[src/rtl/dwt_coeff_serializer_if.sv]
// Bus between the 2D DWT core, the coefficient serializer and the entropy coder.
// The master side offers coefficient blocks and the ready strobe; the slave side is the serializer.
interface dwt_coeff_serializer_if #(
    parameter int COEF_W = 8
);
    logic                  dwt_valid;
    logic [8*COEF_W-1:0]   coef_row0;
    logic [8*COEF_W-1:0]   coef_row1;
    logic [8*COEF_W-1:0]   coef_row2;
    logic [8*COEF_W-1:0]   coef_row3;
    logic [8*COEF_W-1:0]   coef_row4;
    logic [8*COEF_W-1:0]   coef_row5;
    logic [8*COEF_W-1:0]   coef_row6;
    logic [8*COEF_W-1:0]   coef_row7;
    logic [COEF_W-1:0]     coef_data;
    logic                  coef_valid;
    logic                  coef_ready;
    logic [5:0]            coef_idx;
    logic                  coef_last;
    logic                  blk_busy;
    logic                  overflow;

    modport master (
        output dwt_valid, coef_row0, coef_row1, coef_row2, coef_row3,
               coef_row4, coef_row5, coef_row6, coef_row7, coef_ready,
        input  coef_data, coef_valid, coef_idx, coef_last, blk_busy, overflow
    );

    modport slave (
        input  dwt_valid, coef_row0, coef_row1, coef_row2, coef_row3,
               coef_row4, coef_row5, coef_row6, coef_row7, coef_ready,
        output coef_data, coef_valid, coef_idx, coef_last, blk_busy, overflow
    );
endinterface

[src/rtl/dwt_coeff_serializer.sv]
// Captures thresholded 8x8 DWT coefficient blocks into a two-bank ping-pong buffer
// and streams them out one coefficient per cycle over valid/ready.
module dwt_coeff_serializer #(
    parameter int COEF_W = 8,
    parameter int THRESH = 4
) (
    input  logic                  clk,
    input  logic                  rst_n,
    dwt_coeff_serializer_if.slave bus
);
    localparam int BLK = 64;

    typedef enum logic {S_IDLE, S_STREAM} state_t;

    logic [8*COEF_W-1:0] rows      [8];
    logic [COEF_W-1:0]   cap_val   [BLK];
    logic [COEF_W-1:0]   bank_mem  [2][BLK];

    state_t     state, state_nxt;
    logic [5:0] idx, idx_nxt;
    logic [1:0] bank_full, full_nxt;
    logic       wr_ptr, wr_ptr_nxt;
    logic       rd_ptr, rd_ptr_nxt;
    logic       busy, ovf;
    logic       fire, drain, cap, drop;

    function automatic logic [COEF_W-1:0] thresh(input logic [COEF_W-1:0] v);
        int sv;
        sv = int'($signed(v));
        if ((sv > -THRESH) && (sv < THRESH)) return '0;
        return v;
    endfunction

    assign rows[0] = bus.coef_row0;
    assign rows[1] = bus.coef_row1;
    assign rows[2] = bus.coef_row2;
    assign rows[3] = bus.coef_row3;
    assign rows[4] = bus.coef_row4;
    assign rows[5] = bus.coef_row5;
    assign rows[6] = bus.coef_row6;
    assign rows[7] = bus.coef_row7;

    // Buffer index {row, lane} matches the streaming order.
    for (genvar g = 0; g < BLK; g++) begin : g_thresh
        assign cap_val[g] = thresh(rows[g/8][(g%8)*COEF_W +: COEF_W]);
    end

    // NOTE: every signal written here gets a default first, so no path can infer a latch.
    always_comb begin
        fire       = (state == S_STREAM) && bus.coef_ready;
        drain      = fire && (idx == 6'd63);
        // A bank being drained this cycle still counts as full for capture.
        cap        = bus.dwt_valid && !bank_full[wr_ptr];
        drop       = bus.dwt_valid &&  bank_full[wr_ptr];

        full_nxt   = bank_full;
        wr_ptr_nxt = wr_ptr;
        rd_ptr_nxt = rd_ptr;
        state_nxt  = state;
        idx_nxt    = idx;

        if (drain) begin
            full_nxt[rd_ptr] = 1'b0;
            rd_ptr_nxt       = ~rd_ptr;
        end
        if (cap) begin
            full_nxt[wr_ptr] = 1'b1;
            wr_ptr_nxt       = ~wr_ptr;
        end

        // Decisions look at next-cycle bank flags so a fresh capture starts without a bubble.
        case (state)
            S_IDLE: begin
                idx_nxt = '0;
                if (full_nxt[rd_ptr]) state_nxt = S_STREAM;
            end
            S_STREAM: begin
                if (fire) begin
                    if (idx == 6'd63) begin
                        idx_nxt   = '0;
                        state_nxt = full_nxt[rd_ptr_nxt] ? S_STREAM : S_IDLE;
                    end else begin
                        idx_nxt = idx + 6'd1;
                    end
                end
            end
            default: begin
                state_nxt = S_IDLE;
                idx_nxt   = '0;
            end
        endcase
    end

    always_ff @(posedge clk or negedge rst_n) begin
        if (!rst_n) state <= S_IDLE;
        else        state <= state_nxt;
    end

    // NOTE: sequential state uses non-blocking assignments so every register samples pre-edge values.
    always_ff @(posedge clk or negedge rst_n) begin
        if (!rst_n) begin
            idx       <= '0;
            bank_full <= '0;
            wr_ptr    <= 1'b0;
            rd_ptr    <= 1'b0;
            busy      <= 1'b0;
            ovf       <= 1'b0;
        end else begin
            idx       <= idx_nxt;
            bank_full <= full_nxt;
            wr_ptr    <= wr_ptr_nxt;
            rd_ptr    <= rd_ptr_nxt;
            busy      <= |full_nxt;
            if (drop) ovf <= 1'b1;
        end
    end

    // NOTE: bank storage has no reset; the full flags alone decide whether contents are meaningful.
    always_ff @(posedge clk) begin
        if (cap) bank_mem[wr_ptr] <= cap_val;
    end

    assign bus.coef_valid = (state == S_STREAM);
    assign bus.coef_data  = (state == S_STREAM) ? bank_mem[rd_ptr][idx] : '0;
    assign bus.coef_idx   = idx;
    assign bus.coef_last  = (state == S_STREAM) && (idx == 6'd63);
    assign bus.blk_busy   = busy;
    assign bus.overflow   = ovf;
endmodule
[src/flat_wrapper.sv]
// flat-port wrapper written by rule: the top's interface ports become plain ports
module dwt_coeff_serializer_flat 
#(
    parameter int COEF_W = 8,
    parameter int THRESH = 4
)
  (clk, rst_n, bus_dwt_valid, bus_coef_row0, bus_coef_row1, bus_coef_row2, bus_coef_row3, bus_coef_row4, bus_coef_row5, bus_coef_row6, bus_coef_row7, bus_coef_ready, bus_coef_data, bus_coef_valid, bus_coef_idx, bus_coef_last, bus_blk_busy, bus_overflow);
  dwt_coeff_serializer_if #(.COEF_W(COEF_W)) bus_i ();
  input  logic clk;
  input  logic rst_n;
  input wire logic [$bits(bus_i.dwt_valid)-1:0] bus_dwt_valid;
  input wire logic [$bits(bus_i.coef_row0)-1:0] bus_coef_row0;
  input wire logic [$bits(bus_i.coef_row1)-1:0] bus_coef_row1;
  input wire logic [$bits(bus_i.coef_row2)-1:0] bus_coef_row2;
  input wire logic [$bits(bus_i.coef_row3)-1:0] bus_coef_row3;
  input wire logic [$bits(bus_i.coef_row4)-1:0] bus_coef_row4;
  input wire logic [$bits(bus_i.coef_row5)-1:0] bus_coef_row5;
  input wire logic [$bits(bus_i.coef_row6)-1:0] bus_coef_row6;
  input wire logic [$bits(bus_i.coef_row7)-1:0] bus_coef_row7;
  input wire logic [$bits(bus_i.coef_ready)-1:0] bus_coef_ready;
  output wire logic [$bits(bus_i.coef_data)-1:0] bus_coef_data;
  output wire logic [$bits(bus_i.coef_valid)-1:0] bus_coef_valid;
  output wire logic [$bits(bus_i.coef_idx)-1:0] bus_coef_idx;
  output wire logic [$bits(bus_i.coef_last)-1:0] bus_coef_last;
  output wire logic [$bits(bus_i.blk_busy)-1:0] bus_blk_busy;
  output wire logic [$bits(bus_i.overflow)-1:0] bus_overflow;
  assign bus_i.dwt_valid = bus_dwt_valid;
  assign bus_i.coef_row0 = bus_coef_row0;
  assign bus_i.coef_row1 = bus_coef_row1;
  assign bus_i.coef_row2 = bus_coef_row2;
  assign bus_i.coef_row3 = bus_coef_row3;
  assign bus_i.coef_row4 = bus_coef_row4;
  assign bus_i.coef_row5 = bus_coef_row5;
  assign bus_i.coef_row6 = bus_coef_row6;
  assign bus_i.coef_row7 = bus_coef_row7;
  assign bus_i.coef_ready = bus_coef_ready;
  assign bus_coef_data = bus_i.coef_data;
  assign bus_coef_valid = bus_i.coef_valid;
  assign bus_coef_idx = bus_i.coef_idx;
  assign bus_coef_last = bus_i.coef_last;
  assign bus_blk_busy = bus_i.blk_busy;
  assign bus_overflow = bus_i.overflow;
  dwt_coeff_serializer #(.COEF_W(COEF_W), .THRESH(THRESH)) u_core (.clk(clk), .rst_n(rst_n), .bus(bus_i));
endmodule
[config.mk]
export PLATFORM = sky130hd
export DESIGN_NAME = dwt_coeff_serializer_flat
export DESIGN_NICKNAME = d
export VERILOG_FILES = /design/src/rtl/dwt_coeff_serializer_if.sv /design/src/rtl/dwt_coeff_serializer.sv /design/src/flat_wrapper.sv
export SDC_FILE = /design/constraint.sdc
export NUM_CORES = 1
export LEC_CHECK = 0
export ABC_AREA = 1
export CAP_MARGIN = 30
export CORE_MARGIN = 3
export CORE_UTILIZATION = 40
export DETAILED_ROUTE_END_ITERATION = 8
export MAX_ROUTING_LAYER = met4
export PLACE_DENSITY_LB_ADDON = 0.1
export SLEW_MARGIN = 20
export SYNTH_ARGS = -nofsm -noshare
export SYNTH_HDL_FRONTEND = slang
export SYNTH_SLANG_ARGS = --single-unit
[constraint.sdc]
create_clock -name clk -period 39.7 [get_ports clk]
set_clock_uncertainty 0.15 [all_clocks]
set_input_delay 5.955 -clock clk [delete_from_list [all_inputs] [get_ports clk]]
set_output_delay 5.955 -clock clk [all_outputs]
set_load 0.005 [all_outputs]
Word-level counts from Yosys, hierarchy flattened

Memory sizes are Yosys's and may differ from the RTL's.
Index checks and enable logic that the tools add are counted.

Flip-flop bits (word level): 13
Latch bits: 0
RAM bits: 1,024
Memory bits (read-only): 0
Input port bits: 516
Output and inout port bits: 18
Word-level logic and storage cells: 444
Memories: 1

$add $sub $neg: 1
Multiply operators: 0
Divide/modulo/power cells: 0
Magnitude comparators: 134
Equality and inequality tests: 2
Shift operators: 0
Multiplexer cells: 219
Bitwise logic cells: 7
Reduce and logical (&&, ||, !) cells: 73

Memory list:

| name            | depth | width | rd ports | clocked after Yosys merged registers in | wr ports | RTL line                   | source |
|---|---|---|---|---|---|---|---|
| u_core.bank_mem | 2     | 512   | 1        | 0                                       | 1        | dwt_coeff_serializer.sv:17 | `logic [COEF_W-1:0] bank_mem [2][BLK];` |

Operators with widths:

| operator                                            | number |
|---|---|
| two-way mux 8 bit                                   | 131 |
| > comparator 8 x 3 -> 1 bit (second input constant) | 64 |
| < comparator 8 x 4 -> 1 bit (second input constant) | 64 |
| two-way mux 1 bit                                   | 79 |
| logical AND 1 bit                                   | 71 |
| binary-select mux 8 bit (select 6 bit)              | 1 |
| two-way mux 6 bit                                   | 2 |
| case mux 6 bit (2 select lines)                     | 1 |
| >= comparator 7 bit (second input constant)         | 1 |
| inverter 6 -> 7 bit                                 | 1 |
| adder 6 x 1 -> 6 bit (second input constant)        | 1 |
| == test 6 bit (second input constant)               | 1 |
| < comparator 1 x 2 -> 1 bit (second input constant) | 3 |
| two-way mux 2 bit                                   | 2 |
| inverter 1 bit                                      | 3 |
| bitwise AND 2 bit                                   | 1 |
| demux 1 bit (select 1 bit)                          | 2 |
| >= comparator 1 bit (second input constant)         | 2 |
| inequality test 2 bit (second input constant)       | 1 |
| inverter 2 bit                                      | 1 |
| OR 2 bit                                            | 1 |
| case mux 1 bit (2 select lines)                     | 1 |
| OR reduction 2 bit                                  | 1 |
| zero test 1 bit                                     | 1 |

Logic depth before layout (Yosys ltp)

Word-level depth: 15
Gate-level depth with buffers: 16
Depth with buffers taken out: 13

Least setup slack after synthesis

OpenSTA, ideal clock, no wires.

Path kind: input to register
Start: input bus_dwt_valid
End: register u_core.state, in the netlist u_core.bus.coef_valid
Setup time: 0.077 ns
Data arrival time: 29.123 ns
Data required time: 39.473 ns
Path slack: 10.350 ns
Stages on the path: 8
Path buffers: 0
Path through: inv_1 -> nor2_1 -> inv_1 -> o21ai_1 -> inv_1 -> nand2_1 -> nand2_1 -> a21oi_1

Cells in the longest elaborated chain, start to end: 8
Elaborated cells between the ends (all ways): 11
Classes of those cells: mux: 10; reduce/logical: 1

RTL lines:

| what                                                 | RTL line                   | source |
|---|---|---|
| from (decl)                                          | flat_wrapper.sv:11         | `input wire logic [$bits(bus_i.dwt_valid)-1:0] bus_dwt_valid;` |
| logical AND 1 bit (*)                                | dwt_coeff_serializer.sv:53 | `cap = bus.dwt_valid && !bank_full[wr_ptr];` |
| two-way mux 2 bit (*)                                | dwt_coeff_serializer.sv:66 | `if (cap) begin` |
| via u_core.full_nxt[0]                               | dwt_coeff_serializer.sv:21 | `logic [1:0] bank_full, full_nxt;` |
| two-way mux 1 bit (not written as such) (2 in a row) | dwt_coeff_serializer.sv:81 | `state_nxt = full_nxt[rd_ptr_nxt] ? S_STREAM : S_IDLE;` |
| two-way mux 1 bit                                    | dwt_coeff_serializer.sv:81 |  |
| two-way mux 1 bit                                    | dwt_coeff_serializer.sv:79 | `if (idx == 6'd63) begin` |
| two-way mux 1 bit                                    | dwt_coeff_serializer.sv:78 | `if (fire) begin` |
| case mux 1 bit (2 select lines) (*)                  | dwt_coeff_serializer.sv:72 | `case (state)` |
| via u_core.state_nxt                                 | dwt_coeff_serializer.sv:19 | `state_t state, state_nxt;` |
| to (signal assigned)                                 | dwt_coeff_serializer.sv:96 | `else state <= state_nxt;` |
| to (decl)                                            | dwt_coeff_serializer.sv:19 |  |

Mark *: on every way through the listed nets, which the timed path passes. The rest lies on a longest branch. The select of a mux whose other input is x is not followed.
A chain may end at the register's enable or synchronous reset.

Final worst setup path

Start: register u_core.rd_ptr
End: output bus_coef_data[3]

Cells in the longest elaborated chain, start to end: 5

RTL lines:

| what                                                 | RTL line                    | source |
|---|---|---|
| from (decl)                                          | dwt_coeff_serializer.sv:23  | `logic rd_ptr, rd_ptr_nxt;` |
| from (signal assigned)                               | dwt_coeff_serializer.sv:112 | `rd_ptr <= rd_ptr_nxt;` |
| memory read (2 x 512 bit)                            | --                          |  |
| binary-select mux 8 bit (select 6 bit)               | dwt_coeff_serializer.sv:124 | `assign bus.coef_data = (state == S_STREAM) ? bank_mem[rd_ptr][idx] : '0;` |
| two-way mux 8 bit (not written as such) (2 in a row) | dwt_coeff_serializer.sv:124 |  |
| two-way mux 8 bit                                    | dwt_coeff_serializer.sv:124 |  |
| to (decl)                                            | flat_wrapper.sv:21          | `output wire logic [$bits(bus_i.coef_data)-1:0] bus_coef_data;` |

Every way passes these cells. The select of a mux whose other input is x is not followed.

==> metrics.txt <==
Peak VDD IR 41.8 uV; first-pass GRT wire length 214 mm; cell family with most CP delay buffers and inverters; CTS tree yes; synthesized flop and latch total 1037; reg2reg setup slack 34.89 ns; clock buffer depth 3; period utilization 0.312; CP Data Required Time 33.60 ns; setup TNS 0 ns; Reg2Reg Depth 9; footprint of the multi-input gates 13700 um^2; Pleak 0.0236 uW; GR Util All Layers 0.231; Synth Area per Inst 9.58 um^2; post-route cell area 58800 um^2; Hold Path End u_core.bus.overflow; Root Driver clkbuf_16; synthesized area 48600 um^2; antenna violations before repair 2; post-layout util 0.489; Hold Path Origin u_core.bus.overflow; most common library cells after synthesis 1202 x nand2_1, 1024 x edfxtp_1, 817 x nor2_1, 688 x nand3_1, 685 x inv_1; I/O pin cnt 534; Remaining Overflow, GRT 0; PortBufs 533; # Post-CTS Setup Buffers 0; final std cells w/o fill 7247; Post-Syn Instances 5074; critical path class reg2out; Die ar. 126000 um^2; Worst-path clk slew 0.06 ns; met1 WL 64.5 mm; synth top area cells edfxtp_1 63%, nand2_1 9.3%, nand3_1 7.1%; total power 2860 uW; final hold vios 0; initial core utilization 0.404; H-tree depth 3; number of synthesized flops with an enable pin 1024; CTS Buf Count 114; routed wl met3 8.36 mm; PwrDens 48.6 nW/um^2; CP bufs+invs 4; clk_lat worst skew 0.69 ns; Yosys top cell area share 0.633; final max-slew violation count 0; slowest cell delay on critical path 0.81 ns; Syn-to-layout area delta 21.0%; cell mode on critical path nand2_1; Relative slew margins 0.235; Final min period 12.38 ns; cell row count 127; nets@finish 6059; wire per inst 20.1 um; Slew @ Worst Pin 1.15 ns; Iter 0 DRT Violations 2846; cell taking the most area after synthesis edfxtp_1; worst-path fanout max 221; Critical Path AT 6.28 ns; DIE WIDTH 355 um; Synth cell types 33; core area 120000 um^2; Top FF cell, synth edfxtp_1; FF-to-FF End u_core.bank_mem[1][425]; Top Layer Used met4; Placed Cells 7033; HPWL Detailed 96.3 mm; RePlAce Congestion 0.832; Pre-antenna DRT Iters 6; setup repair after global routing missed its margin false; run status finished clean; timing startpoint of the critical path u_core.rd_ptr; CTS resizes 0; vias in the first global route 34522; Worst Hold Depth 1; fmax 80.8 MHz; largest net degree at the start of global routing 222; vias post-DR 36463; vias per cell 5.03; HP Class reg2reg; Worst setup SP type flip-flop; ANT nets after route 0; Die Y 355 um; nature of the critical path endpoint primary output; Storage cell area 31100 um^2; post-synthesis async set-or-reset flop share 0.0125; setup violation total in the final timing report 0; FILL cells 11164; Yosys Warn Count 0; Critical R2R Launch u_core.bank_full[1]; share of cells above drive strength 1 0.0373; placed cell areas 55100 um^2; max cap viols 0; Syn Nets 5591; CTS Sinks 1037; crit path cell chain inv_16 > buf_4 > buf_4 > nand2_1 > nand3_1 > nand3_1 > nand2_1 > nand2_1 > nand3_1 > nand3_1 > nand2_1 > nand2_1 > nor2_1 > clkdlybuf4s50_1; DR DRC count 0; count leader, synth nand2_1; routed wire length 146 mm; WL met2 69.1 mm; CP max stage cell buf_4; hold buffers post-CTS 0; sequential element share of the synthesized area 0.639
-- placed cells by master, fill, tap and decap left out, types with 3 or more instances in the layout --
master           instances
o21ai_1                 24
dfrtp_4                  4
buf_12                   5
nor2_1                 815
clkbuf_8                 4
xor2_1                   3
a21oi_1                 20
buf_4                   30
nand4_1                  3
o211ai_1                20
o41a_1                  50
clkbuf_16              115
clkbuf_1                27
edfxtp_1              1024
bufinv_16                7
nand3_1                688
o21ai_0                155
o21bai_1                50
dfrtp_1                  9
inv_1                  684
nand2_1               1202
inv_6                    4
clkinv_1                25
o41ai_1                 11
nor3_1                  62
clkdlybuf4s50_1        533
nor4_1                   5
clkinv_2                22
o22ai_1                  9
buf_16                   5
-- how the worst max path moves through the flow --
| stage | endpoint | slack, ns | cells after the start |
|---|---|---|---|
| after floorplan | u_core.bus.coef_valid | 10.35 | 8 |
| after global placement | bus_coef_data[3] | 28.13 | 14 |
| after detailed placement | bus_coef_data[3] | 28.13 | 14 |
| after CTS | bus_coef_data[3] | 27.35 | 14 |
| after global routing | bus_coef_data[2] | 26.95 | 14 |
| final | bus_coef_data[3] | 27.32 | 14 |
-- registers in the layout, summed over array words and instances, names as in the netlist --
register,cells
u_core.bank_mem,1024
u_core.bus.coef_idx,6
u_core.bank_full,2
u_core.bus.blk_busy,1
u_core.bus.coef_valid,1
u_core.bus.overflow,1
u_core.rd_ptr,1
u_core.wr_ptr,1
-- through the flow --
| stage | setup WS, ns | hold WS, ns |
|---|---|---|
| global placement | 28.13 | 0.350 |
| finish | 27.32 | 0.359 |
| floorplan | 10.35 | 0.316 |
| global route | 26.95 | 0.395 |
| CTS | 27.35 | 0.362 |
| detailed placement | 28.13 | 0.349 |
-- worst reg2reg max path, delay by kind of cell (launching register included) --
family,cells,cell delay [ns]
buf+inv,7,3.15
simple gates,2,0.73
flops,1,0.37
-- power breakdown --
group          switching [uW]  total [uW]  internal (uW)
Combinational             422         610            188
Sequential               25.5        1240           1210
Clock                     425        1010            582
-- final cells by class --
cell class                 count  share of cell area
multi-input combinational   3126               0.233
tap                         1612              0.0343
sequential                  1037               0.529
clock inverter                61             0.00866
timing repair buffer         573              0.0986
antenna                        2           0.0000851
clock buffer                 146              0.0516
inverter                     690              0.0445
-- metal layers --
metal,track usage,vias to the layer above
met1,0.311,17499
met3,0.0334,173
met2,0.369,1068
li1,-,17723
met5,-,-
met4,0.0576,0
-- kinds of logic (layout without fill, tap and decap cells) --
| kind of cell | after synthesis | count (layout) | share of synthesized area |
|---|---|---|---|
| compound gates | 343 | 343 | 0.0467 |
| simple gates | 2779 | 2779 | 0.234 |
| flops | 1037 | 1037 | 0.639 |
| xor+xnor | 3 | 3 | 0.000541 |
| buf+inv | 911 | 1470 | 0.0786 |
| other cells | 0 | 2 | 0 |
| fa+ha+maj | 1 | 1 | 0.000257 |
No activity file was read; power rests on OpenSTA's default activity.
